$ cat src/rtl/boot_host_pkg.sv
// Shared definitions for the UART boot host: state encoding and byte ordering.
// The loader-side byte/word converters import the same package.
package boot_host_pkg;

  typedef enum logic [3:0] {
    IDLE    = 4'd0,
    FETCH   = 4'd1,
    LOAD    = 4'd2,
    SEND_HI = 4'd3,
    SEND_LO = 4'd4,
    SCAN    = 4'd5,
    RX_HI   = 4'd6,
    RX_LO   = 4'd7,
    COMPARE = 4'd8,
    DONE    = 4'd9
  } state_t;

  localparam bit HIGH_BYTE_FIRST = 1'b1;

  // Byte of a word that goes on the wire first (first = 1) or second (first = 0).
  function automatic logic [7:0] word_byte(input logic [15:0] word, input logic first);
    if (first == HIGH_BYTE_FIRST) return word[15:8];
    else return word[7:0];
  endfunction

  function automatic logic [15:0] join_bytes(input logic [7:0] first_byte,
                                             input logic [7:0] second_byte);
    if (HIGH_BYTE_FIRST) return {first_byte, second_byte};
    else return {second_byte, first_byte};
  endfunction

endpackage

$ cat src/rtl/boot_host_timeout.sv
// Clock-enabled cycle counter with synchronous clear; expired strobes when the
// enabled count sits on LIMIT-1, and the count holds there until cleared.
module boot_host_timeout #(
  parameter int          WIDTH = 32,
  parameter int unsigned LIMIT = 4000000
) (
  input  logic clk,
  input  logic rst,
  input  logic ce,
  input  logic clear,
  input  logic enable,
  output logic expired
);

  localparam logic [WIDTH-1:0] LAST = WIDTH'(LIMIT - 1);

  logic [WIDTH-1:0] count;

  always_ff @(posedge clk or posedge rst) begin
    if (rst) begin
      count <= '0;
    end else if (ce) begin
      if (clear) count <= '0;
      else if (enable && !expired) count <= count + WIDTH'(1);
    end
  end

  assign expired = enable && (count == LAST);

endmodule

$ cat src/rtl/boot_host.sv
// Host side of the UART boot loader: streams a source image out high byte first,
// requests a RAM dump, and compares the returned words against the image.
module boot_host
  import boot_host_pkg::*;
#(
  parameter int          RAM_ADR_WIDTH  = 6,
  parameter int          RAM_SIZE       = 64,
  parameter int unsigned TIMEOUT_CYCLES = 4000000
) (
  input  logic                     clk,
  input  logic                     rst,
  input  logic                     ce,
  input  logic                     start,
  output logic [RAM_ADR_WIDTH-1:0] src_adr,
  input  logic [15:0]              src_data,
  output logic [7:0]               tx_byte,
  output logic                     tx_valid,
  input  logic                     tx_ready,
  input  logic [7:0]               rx_byte,
  input  logic                     rx_valid,
  output logic                     scan_memory,
  output logic                     busy,
  output logic                     done,
  output logic                     pass,
  output logic [RAM_ADR_WIDTH:0]   error_count,
  output logic                     timeout
);

  localparam logic [RAM_ADR_WIDTH-1:0] LAST_INDEX = RAM_ADR_WIDTH'(RAM_SIZE - 1);
  localparam logic [RAM_ADR_WIDTH:0]   ERR_MAX    = (RAM_ADR_WIDTH + 1)'(RAM_SIZE);

  state_t                   state, state_next;
  logic [RAM_ADR_WIDTH-1:0] index, index_next;
  logic [15:0]              word, word_next;
  logic [7:0]               rx_first, rx_first_next;
  logic [7:0]               rx_second, rx_second_next;
  logic [RAM_ADR_WIDTH:0]   errors_next;
  logic                     done_next, timeout_next;
  logic                     tmo_clear, tmo_enable, tmo_expired;
  logic                     last_word;

  boot_host_timeout #(
    .WIDTH (32),
    .LIMIT (TIMEOUT_CYCLES)
  ) u_timeout (
    .clk     (clk),
    .rst     (rst),
    .ce      (ce),
    .clear   (tmo_clear),
    .enable  (tmo_enable),
    .expired (tmo_expired)
  );

  assign last_word = (index == LAST_INDEX);
  assign src_adr   = index;
  assign busy      = (state != IDLE) && (state != DONE);
  assign pass      = done && (error_count == '0) && !timeout;

  always_ff @(posedge clk or posedge rst) begin
    if (rst) begin
      state       <= IDLE;
      index       <= '0;
      word        <= '0;
      rx_first    <= '0;
      rx_second   <= '0;
      error_count <= '0;
      done        <= 1'b0;
      timeout     <= 1'b0;
    end else if (ce) begin
      state       <= state_next;
      index       <= index_next;
      word        <= word_next;
      rx_first    <= rx_first_next;
      rx_second   <= rx_second_next;
      error_count <= errors_next;
      done        <= done_next;
      timeout     <= timeout_next;
    end
  end

  always_comb begin
    state_next     = state;
    index_next     = index;
    word_next      = word;
    rx_first_next  = rx_first;
    rx_second_next = rx_second;
    errors_next    = error_count;
    done_next      = done;
    timeout_next   = timeout;
    tmo_clear      = 1'b0;
    tmo_enable     = 1'b0;
    tx_byte        = '0;
    tx_valid       = 1'b0;
    scan_memory    = 1'b0;

    case (state)
      IDLE, DONE: begin
        if (start) begin
          index_next   = '0;
          errors_next  = '0;
          done_next    = 1'b0;
          timeout_next = 1'b0;
          state_next   = FETCH;
        end
      end
      FETCH: state_next = LOAD;
      LOAD: begin
        word_next  = src_data;
        state_next = SEND_HI;
      end
      SEND_HI: begin
        tx_byte  = word_byte(word, 1'b1);
        tx_valid = 1'b1;
        if (tx_ready) state_next = SEND_LO;
      end
      SEND_LO: begin
        tx_byte  = word_byte(word, 1'b0);
        tx_valid = 1'b1;
        if (tx_ready) begin
          if (last_word) begin
            index_next = '0;
            state_next = SCAN;
          end else begin
            index_next = index + 1'b1;
            state_next = FETCH;
          end
        end
      end
      SCAN: begin
        scan_memory = 1'b1;
        tmo_clear   = 1'b1;
        state_next  = RX_HI;
      end
      RX_HI, RX_LO: begin
        if (rx_valid) begin
          tmo_clear = 1'b1;
          if (state == RX_HI) begin
            rx_first_next = rx_byte;
            state_next    = RX_LO;
          end else begin
            rx_second_next = rx_byte;
            state_next     = COMPARE;
          end
        end else begin
          tmo_enable = 1'b1;
          // Silence on the receive side aborts readback but keeps errors seen so far.
          if (tmo_expired) begin
            timeout_next = 1'b1;
            done_next    = 1'b1;
            state_next   = DONE;
          end
        end
      end
      COMPARE: begin
        if ((join_bytes(rx_first, rx_second) != src_data) && (error_count != ERR_MAX))
          errors_next = error_count + 1'b1;
        if (last_word) begin
          done_next  = 1'b1;
          state_next = DONE;
        end else begin
          index_next = index + 1'b1;
          state_next = RX_HI;
        end
      end
      default: state_next = IDLE;
    endcase
  end

endmodule

$ cat config.mk
export PLATFORM = sky130hd
export DESIGN_NAME = boot_host
export DESIGN_NICKNAME = d
export VERILOG_FILES = /design/src/rtl/boot_host_pkg.sv /design/src/rtl/boot_host_timeout.sv /design/src/rtl/boot_host.sv
export SDC_FILE = /design/constraint.sdc
export NUM_CORES = 1
export LEC_CHECK = 0
export ABC_CLOCK_PERIOD_IN_PS = 3200
export CAP_MARGIN = 20
export CORE_UTILIZATION = 45
export CTS_CLUSTER_DIAMETER = 150
export CTS_CLUSTER_SIZE = 30
export DETAILED_ROUTE_END_ITERATION = 12
export DONT_BUFFER_PORTS = 1
export PLACE_DENSITY = 0.69
export SLEW_MARGIN = 40
export SYNTH_ARGS = -nofsm -noshare
export SYNTH_HDL_FRONTEND = slang
export SYNTH_HIERARCHICAL = 1
export SYNTH_SLANG_ARGS = --single-unit
$ cat constraint.sdc
create_clock -name clk -period 3.2 [get_ports clk]
set_input_delay 0.48 -clock clk [delete_from_list [all_inputs] [get_ports clk]]
set_output_delay 0.48 -clock clk [all_outputs]
set_load 0.05 [all_outputs]
==> metrics.cfg, run 1 <==
[status]
outcome = complete, no violations

[cells_and_area]
drive_gt1_share_pct = 18.2
multi_input_area_um2 = 2630
final_common_cell = dfrtp_1
mostFrequentLayoutCells = dfrtp_1 (83), nand2_1 (41), mux2_2 (34), nor2_1 (26), nand4_1 (21)
n_fill_cell = 978
register_area_um2 = 2080
diodes = 0
layout.nets = 520
area_delta_synth_final_pct = 6.05
final_util_pct = 49.9

[grt]
antenna_found_initial = 0
grt_overflow_total = 0
grt_pass1_vias = 3730
grt_max_degree = 52
grt_first_pass_wirelength_um = 18600
grt_use_total_pct = 20.8

[synthesis]
yosysTopAreaCell = dfrtp_1
syn-num-nets = 517
syn_area_um2 = 4920
ys_async_sr_fraction_pct = 100
synth-seq-cells = 83
synth_top_family_by_area = simple AND/OR/NAND/NOR gates
netlist.area_leader.share_pct = 42.2
synth.mux.area_fraction_pct = 9.92
ys_warn_count = 6
yosysUniqueCellTypes = 80
synth-edff-count = 0
synth_seq_area_share_pct = 42.2
synth_area_leaders = dfrtp_1 (42%), mux2_2 (7.8%), xnor2_1 (3.2%)
syn_avg_cell_area_um2 = 10.2
synthFlopType = dfrtp_1
synthCells = 483
synthSimpleGateAreaFrac_pct = 22.7
synth-xor-area-share_pct = 3.38
synthAdderAreaFrac_pct = 1.30
synth-compound-area-share_pct = 16.0

[clock_network]
cts_buffer_depth = 2
cts_root_buf = clkbuf_8
cts_buffers = 9
ctsHoldBuffers = 0
clkSinkCount = 83
h-tree-depth = 3
cts_resized = 0
cts_tree = done
worst_skew_pair.late_latency_ps = 360
post_cts_buffers = 0
path_clk_slew_ps = 80

[routing]
dr.pass1.iters = 5
drtIter0Drc = 333
viasPerCell = 6.10
vias = 3815
wl_per_cell_um = 18.0
route.antenna.remaining_nets = 0
totalWireLength_um = 11300
route.detailed.drc = 0

[worst_setup_path]
arrival_ps = 2370
r2r-start = state[1]$_DFFE_PP0P_
required_ps = 2720
crit_fanout = 14
path_class = reg -> out
critPathCaptureType = output pin
start_kind = flip-flop
startpoint = state[1]$_DFFE_PP0P_

[floorplanning]
start_util_pct = 47.0
core_area_um2 = 10500
rows = 37
die_area_um2 = 11400
io_pins = 57
die_y_um = 107
chipWidth_um = 107

[sta]
tns_ps = 0
fin_crit_sh_pct = 88.9
finalSetupViolations = 0
skew_ps = 11.0
rsz0062_at_grt = no
slew_headroom_pct = 49.5
period_minus_slack_ps = 2850
finalHoldViolCount = 0
worst_slack_ps = 355
worst_pin_slew_ps = 753
finalMaxSlewViolations = 0
fmax_mhz = 351

[pwr]
p_per_area_nw_per_um2 = 796
p_leak_nw = 2.17
ir_drop_mv = 0.368

[placement]
place_ws_ps = 597
gp_congestion = 0.882
io_buffers = 0
post-dp-hpwl_um = 8000

[worst_hold_path]
hold_path.class = in -> async

[job]
cap_violations = 0

[area by class of cell]
class                   instances  area share (%)
clock buffers                   9            2.37
clock inverters                 5            1.08
inverters                      22            1.63
multi-input cells             360            50.4
flip-flops and latches         83            39.8
well taps                     136            3.26
repair buffers                 10            1.44
[sequential cells by signal, summed over array words and instances, names as in the netlist]
| signal | count |
|---|---|
| done | 1 |
| rx_second | 8 |
| state | 4 |
| timeout | 1 |
| src_adr | 6 |
| error_count | 7 |
| rx_first | 8 |
| u_timeout/count | 32 |
| word | 16 |
[stage by stage]
step,instances,power [mW],instance area (um^2),hold slack [ps]
2_1_floorplan,483,3.13,4920,468
3_3_place_gp,611,3.38,5030,478
3_5_place_dp,611,3.44,5040,485
4_1_cts,625,4.17,5220,92.3
5_1_grt,625,4.41,5220,114
6_report,625,4.15,5220,70.5
[critical path, cell delays in order, from the launching register on]
cell,delay (ps)
dfrtp_1,610
inv_1,250
nor3_2,570
a22o_1,560
[kinds of logic after synthesis]
family	count (synthesis)
mux	44
simple gates	189
xor+xnor	19
compound gates	103
flops	83
buf+inv	40
fa+ha+maj	5
[synth_stat cells (3+ instances only)]
| cell type | n |
|---|---|
| o2bb2ai_1 | 6 |
| inv_1 | 21 |
| mux2_2 | 34 |
| a41oi_1 | 3 |
| buf_2 | 3 |
| clkbuf_1 | 5 |
| nand2_1 | 41 |
| o31ai_1 | 4 |
| nor4_1 | 10 |
| nor2_2 | 3 |
| and3_1 | 9 |
| nand4_1 | 21 |
| nor3_1 | 11 |
| nor2_1 | 26 |
| buf_4 | 4 |
| xnor2_1 | 18 |
| mux2i_1 | 9 |
| nor2b_1 | 6 |
| buf_6 | 4 |
| nor3_2 | 3 |
| nand4b_1 | 3 |
| a22o_1 | 10 |
| a21oi_1 | 8 |
| o311ai_0 | 7 |
| o21bai_1 | 3 |
| o22ai_1 | 5 |
| a31oi_1 | 5 |
| dfrtp_1 | 83 |
| nand3_1 | 20 |
| o41ai_1 | 5 |
| o21ai_0 | 18 |
| ha_1 | 4 |
| nand2b_1 | 6 |
| o211ai_1 | 3 |
[report_power, final]
| group | internal (mW) | switching (mW) |
|---|---|---|
| Combinational | 0.680 | 1.07 |
| Sequential | 1.34 | 0.339 |
| Clock | 0.350 | 0.373 |
| Total | 2.37 | 1.78 |
[final timing paths]
path	endpoint	slack [ps]	cells after the start
setup / recovery	tx_byte[3]	350	3
hold / removal	state[2]$_DFFE_PP0P_	70	1
setup reg to reg	u_timeout/count[29]$_DFFE_PP0P_	550	6
hold reg to reg	word[6]$_DFFE_PP0P_	510	1
max in group asynchronous	u_timeout/count[0]$_DFFE_PP0P_	2400	2
min in group clk	u_timeout/count[23]$_DFFE_PP0P_	210	1
[layer usage]
layer,track usage [%],vias up,routed length [um]
met5,0,-,0
met1,27.6,1877,5030
li1,-,1822,-
met2,32.9,103,5450
met4,7.63,0,137
met3,5.27,13,659
Note: power is estimated with default switching activity, not from simulation.
==> run 2, diff against run 1 <==
- CORE_MARGIN: unset -> 4
==> run 2 against run 1 <==
Compared with the run above: non-clock buffer count stayed put; core utilization is 0.077 points lower; first-iteration DRC count is 3.0% higher; die area is 12% higher; count of clock-buffer cells in the layout stayed put; maximum frequency is 4.0% lower; global-route usage is 2.6 points lower; total power is 1.0% higher; cell count is 0.32% higher; combinational power hardly changed; clock power is 4.4% higher; critical path depth stayed put; critical path type unchanged; largest power group unchanged; highest routed layer unchanged.
==> metrics.cfg, run 2 (synthesis gave the netlist of run 1 again) <==
[status]
outcome = complete, no violations

[floorplanning]
start_util_pct = 46.8  ; -0.21 points
die_y_um = 113  ; +5.6%
io_pins = 57  ; unchanged
die_area_um2 = 12700  ; +12%
chipWidth_um = 113  ; +5.6%
core_area_um2 = 10500  ; +0.44%
rows = 37  ; unchanged

[worst_hold_path]
hold_path.class = in -> async

[worst_setup_path]
rr_worst_depth = 8  ; +2
crit_fanout = 14  ; unchanged
critPathMaxStageDelay_ps = 630  ; +20 ps
critPathCaptureType = output pin
path_class = reg -> out
r2r_end = u_timeout/count[21]$_DFFE_PP0P_
start_kind = flip-flop
cpMaxStageDelayCell = dfrtp_1
required_ps = 2720  ; about the same
critPathTopFamily = flip-flops
r2r-start = state[0]$_DFFE_PP0P_
arrival_ps = 2480  ; +110 ps
reg2reg_slack_ps = 510  ; -40 ps
critical_path_buf_inv_count = 1  ; unchanged
crit_path_cell_trace = inv_1, nor3_2, a22o_1

[clock_network]
ctsHoldBuffers = 0  ; unchanged
cts_tree = done
cts_buffer_depth = 2  ; unchanged
h-tree-depth = 3  ; unchanged
cts_buffers = 9  ; unchanged
cts_resized = 0  ; unchanged
post_cts_buffers = 0  ; unchanged
path_clk_slew_ps = 100  ; +20 ps
worst_skew_pair.late_latency_ps = 370  ; about the same
clkSinkCount = 83  ; unchanged
cts_root_buf = clkbuf_8

[pwr]
p_sw_share_pct = 44.4  ; +1.5 points
ir_drop_mv = 0.405  ; +10%
intPower_mw = 2.33  ; -1.6%
p_per_area_nw_per_um2 = 802  ; +0.72%
finalPower_mw = 4.19  ; +1.0%
p_leak_nw = 2.17  ; about the same
p_switching_mw = 1.86  ; +4.5%
seqPwrFrac_pct = 39.9  ; -0.5 points
combPwrFrac_pct = 42.1  ; about the same
clkPwrFrac_pct = 18.0  ; +0.6 points

[grt]
grt_first_pass_wirelength_um = 18900  ; +1.5%
antenna_found_initial = 0  ; unchanged
grt_overflow_total = 0  ; unchanged
grt_use_total_pct = 18.3  ; -2.6 points
grt_pass1_vias = 3746  ; +0.43%
grt_max_degree = 52  ; unchanged

[sta]
skew_ps = 8.90  ; -2.13 ps
worst_pin_slew_ps = 733  ; -20.2 ps
tns_ps = 0  ; unchanged
fmax_mhz = 337  ; -4.0%
slew_headroom_pct = 50.9  ; +1.4 points
finalHoldViolCount = 0  ; unchanged
fin_hold_ws_ps = 53.0  ; -17.5 ps
period_minus_slack_ps = 2960  ; +119 ps
fin_crit_sh_pct = 92.6  ; +3.7 points
rsz0062_at_grt = no
finalMaxSlewViolations = 0  ; unchanged
finalSetupViolations = 0  ; unchanged

[routing]
dr.pass1.iters = 5  ; unchanged
vias = 3876  ; +1.6%
viasPerCell = 6.18  ; +1.3%
route.antenna.remaining_nets = 0  ; unchanged
totalWireLength_um = 11400  ; +1.5%
route.detailed.drc = 0  ; unchanged
wl_per_cell_um = 18.2  ; +1.1%
drtIter0Drc = 343  ; +3.0%

[cells_and_area]
final_common_cell = dfrtp_1
regMostFlops = u_timeout/count
layout.nets = 520  ; unchanged
largestRegisters = u_timeout/count (32), word (16)
final_util_pct = 49.8  ; -0.077 points
area_delta_synth_final_pct = 6.36
mostFrequentLayoutCells = dfrtp_1 (83), nand2_1 (41), mux2_2 (34), nor2_1 (26), nand4_1 (21)
diodes = 0  ; unchanged
largest_reg_flops = 32  ; unchanged
drive_gt1_share_pct = 18.5  ; +0.33 points

[placement]
gp_congestion = 0.852  ; -3.4%
post-dp-hpwl_um = 8170  ; +2.1%
io_buffers = 0  ; unchanged

[job]
cap_violations = 0  ; unchanged

==> run 2: changes by cell type in the layout (fill, tap and decap cells not counted), sizes merged <==
cell      change
inv           +3
bufinv        -1
clkinv        -1
clkinvlp      +1
==> run 2: area by class of cell <==
type	count	area, um^2
Tap cell	136	170
Clock inverter	7	71.3
Sequential cell	83	2080
Fill cell	941	5280
Timing Repair Buffer	10	75.1
Multi-Input combinational cell	360	2630
Clock buffer	9	124
Inverter	22	85.1
==> run 2: worst max-delay path by stage <==
stage / startpoint / to / cells past startpoint
final: state[1]$_DFFE_PP0P_ / tx_byte[5] / 3
after global placement: state[1]$_DFFE_PP0P_ / u_timeout/count[29]$_DFFE_PP0P_ / 6
after detailed placement: state[1]$_DFFE_PP0P_ / u_timeout/count[29]$_DFFE_PP0P_ / 6
after CTS: state[1]$_DFFE_PP0P_ / tx_byte[5] / 3
after global routing: state[1]$_DFFE_PP0P_ / tx_byte[5] / 3
after floorplan: error_count[2]$_DFFE_PP0P_ / pass / 3
==> run 2: power groups by stage <==
stage          combinational (mW)  sequential, mW  clock [mW]
2_1_floorplan                1.50            1.64           0
3_3_place_gp                 1.71            1.67           0
3_5_place_dp                 1.76            1.69           0
4_1_cts                      1.77            1.67       0.766
5_1_grt                      1.92            1.72       0.818
6_report                     1.77            1.67       0.755
==> run 2: stage by stage <==
step / instance area, um^2 / std cells / setup slack [ps]
final: 5230 / 627 / 236
after global routing: 5230 / 627 / 146
after CTS: 5230 / 626 / 254
after detailed placement: 5030 / 610 / 575
after global placement: 5030 / 610 / 623
after floorplan: 4920 / 483 / 46.0
==> run 2: routing by layer <==
| layer | global-route usage (%) | share of wire, % | up-vias |
|---|---|---|---|
| met4 | 7.13 | 2.2 | 0 |
| met2 | 28.4 | 47 | 118 |
| met5 | 0 | 0 | - |
| met1 | 24.3 | 44 | 1902 |
| met3 | 4.96 | 6.5 | 19 |
| li1 | - | - | 1837 |
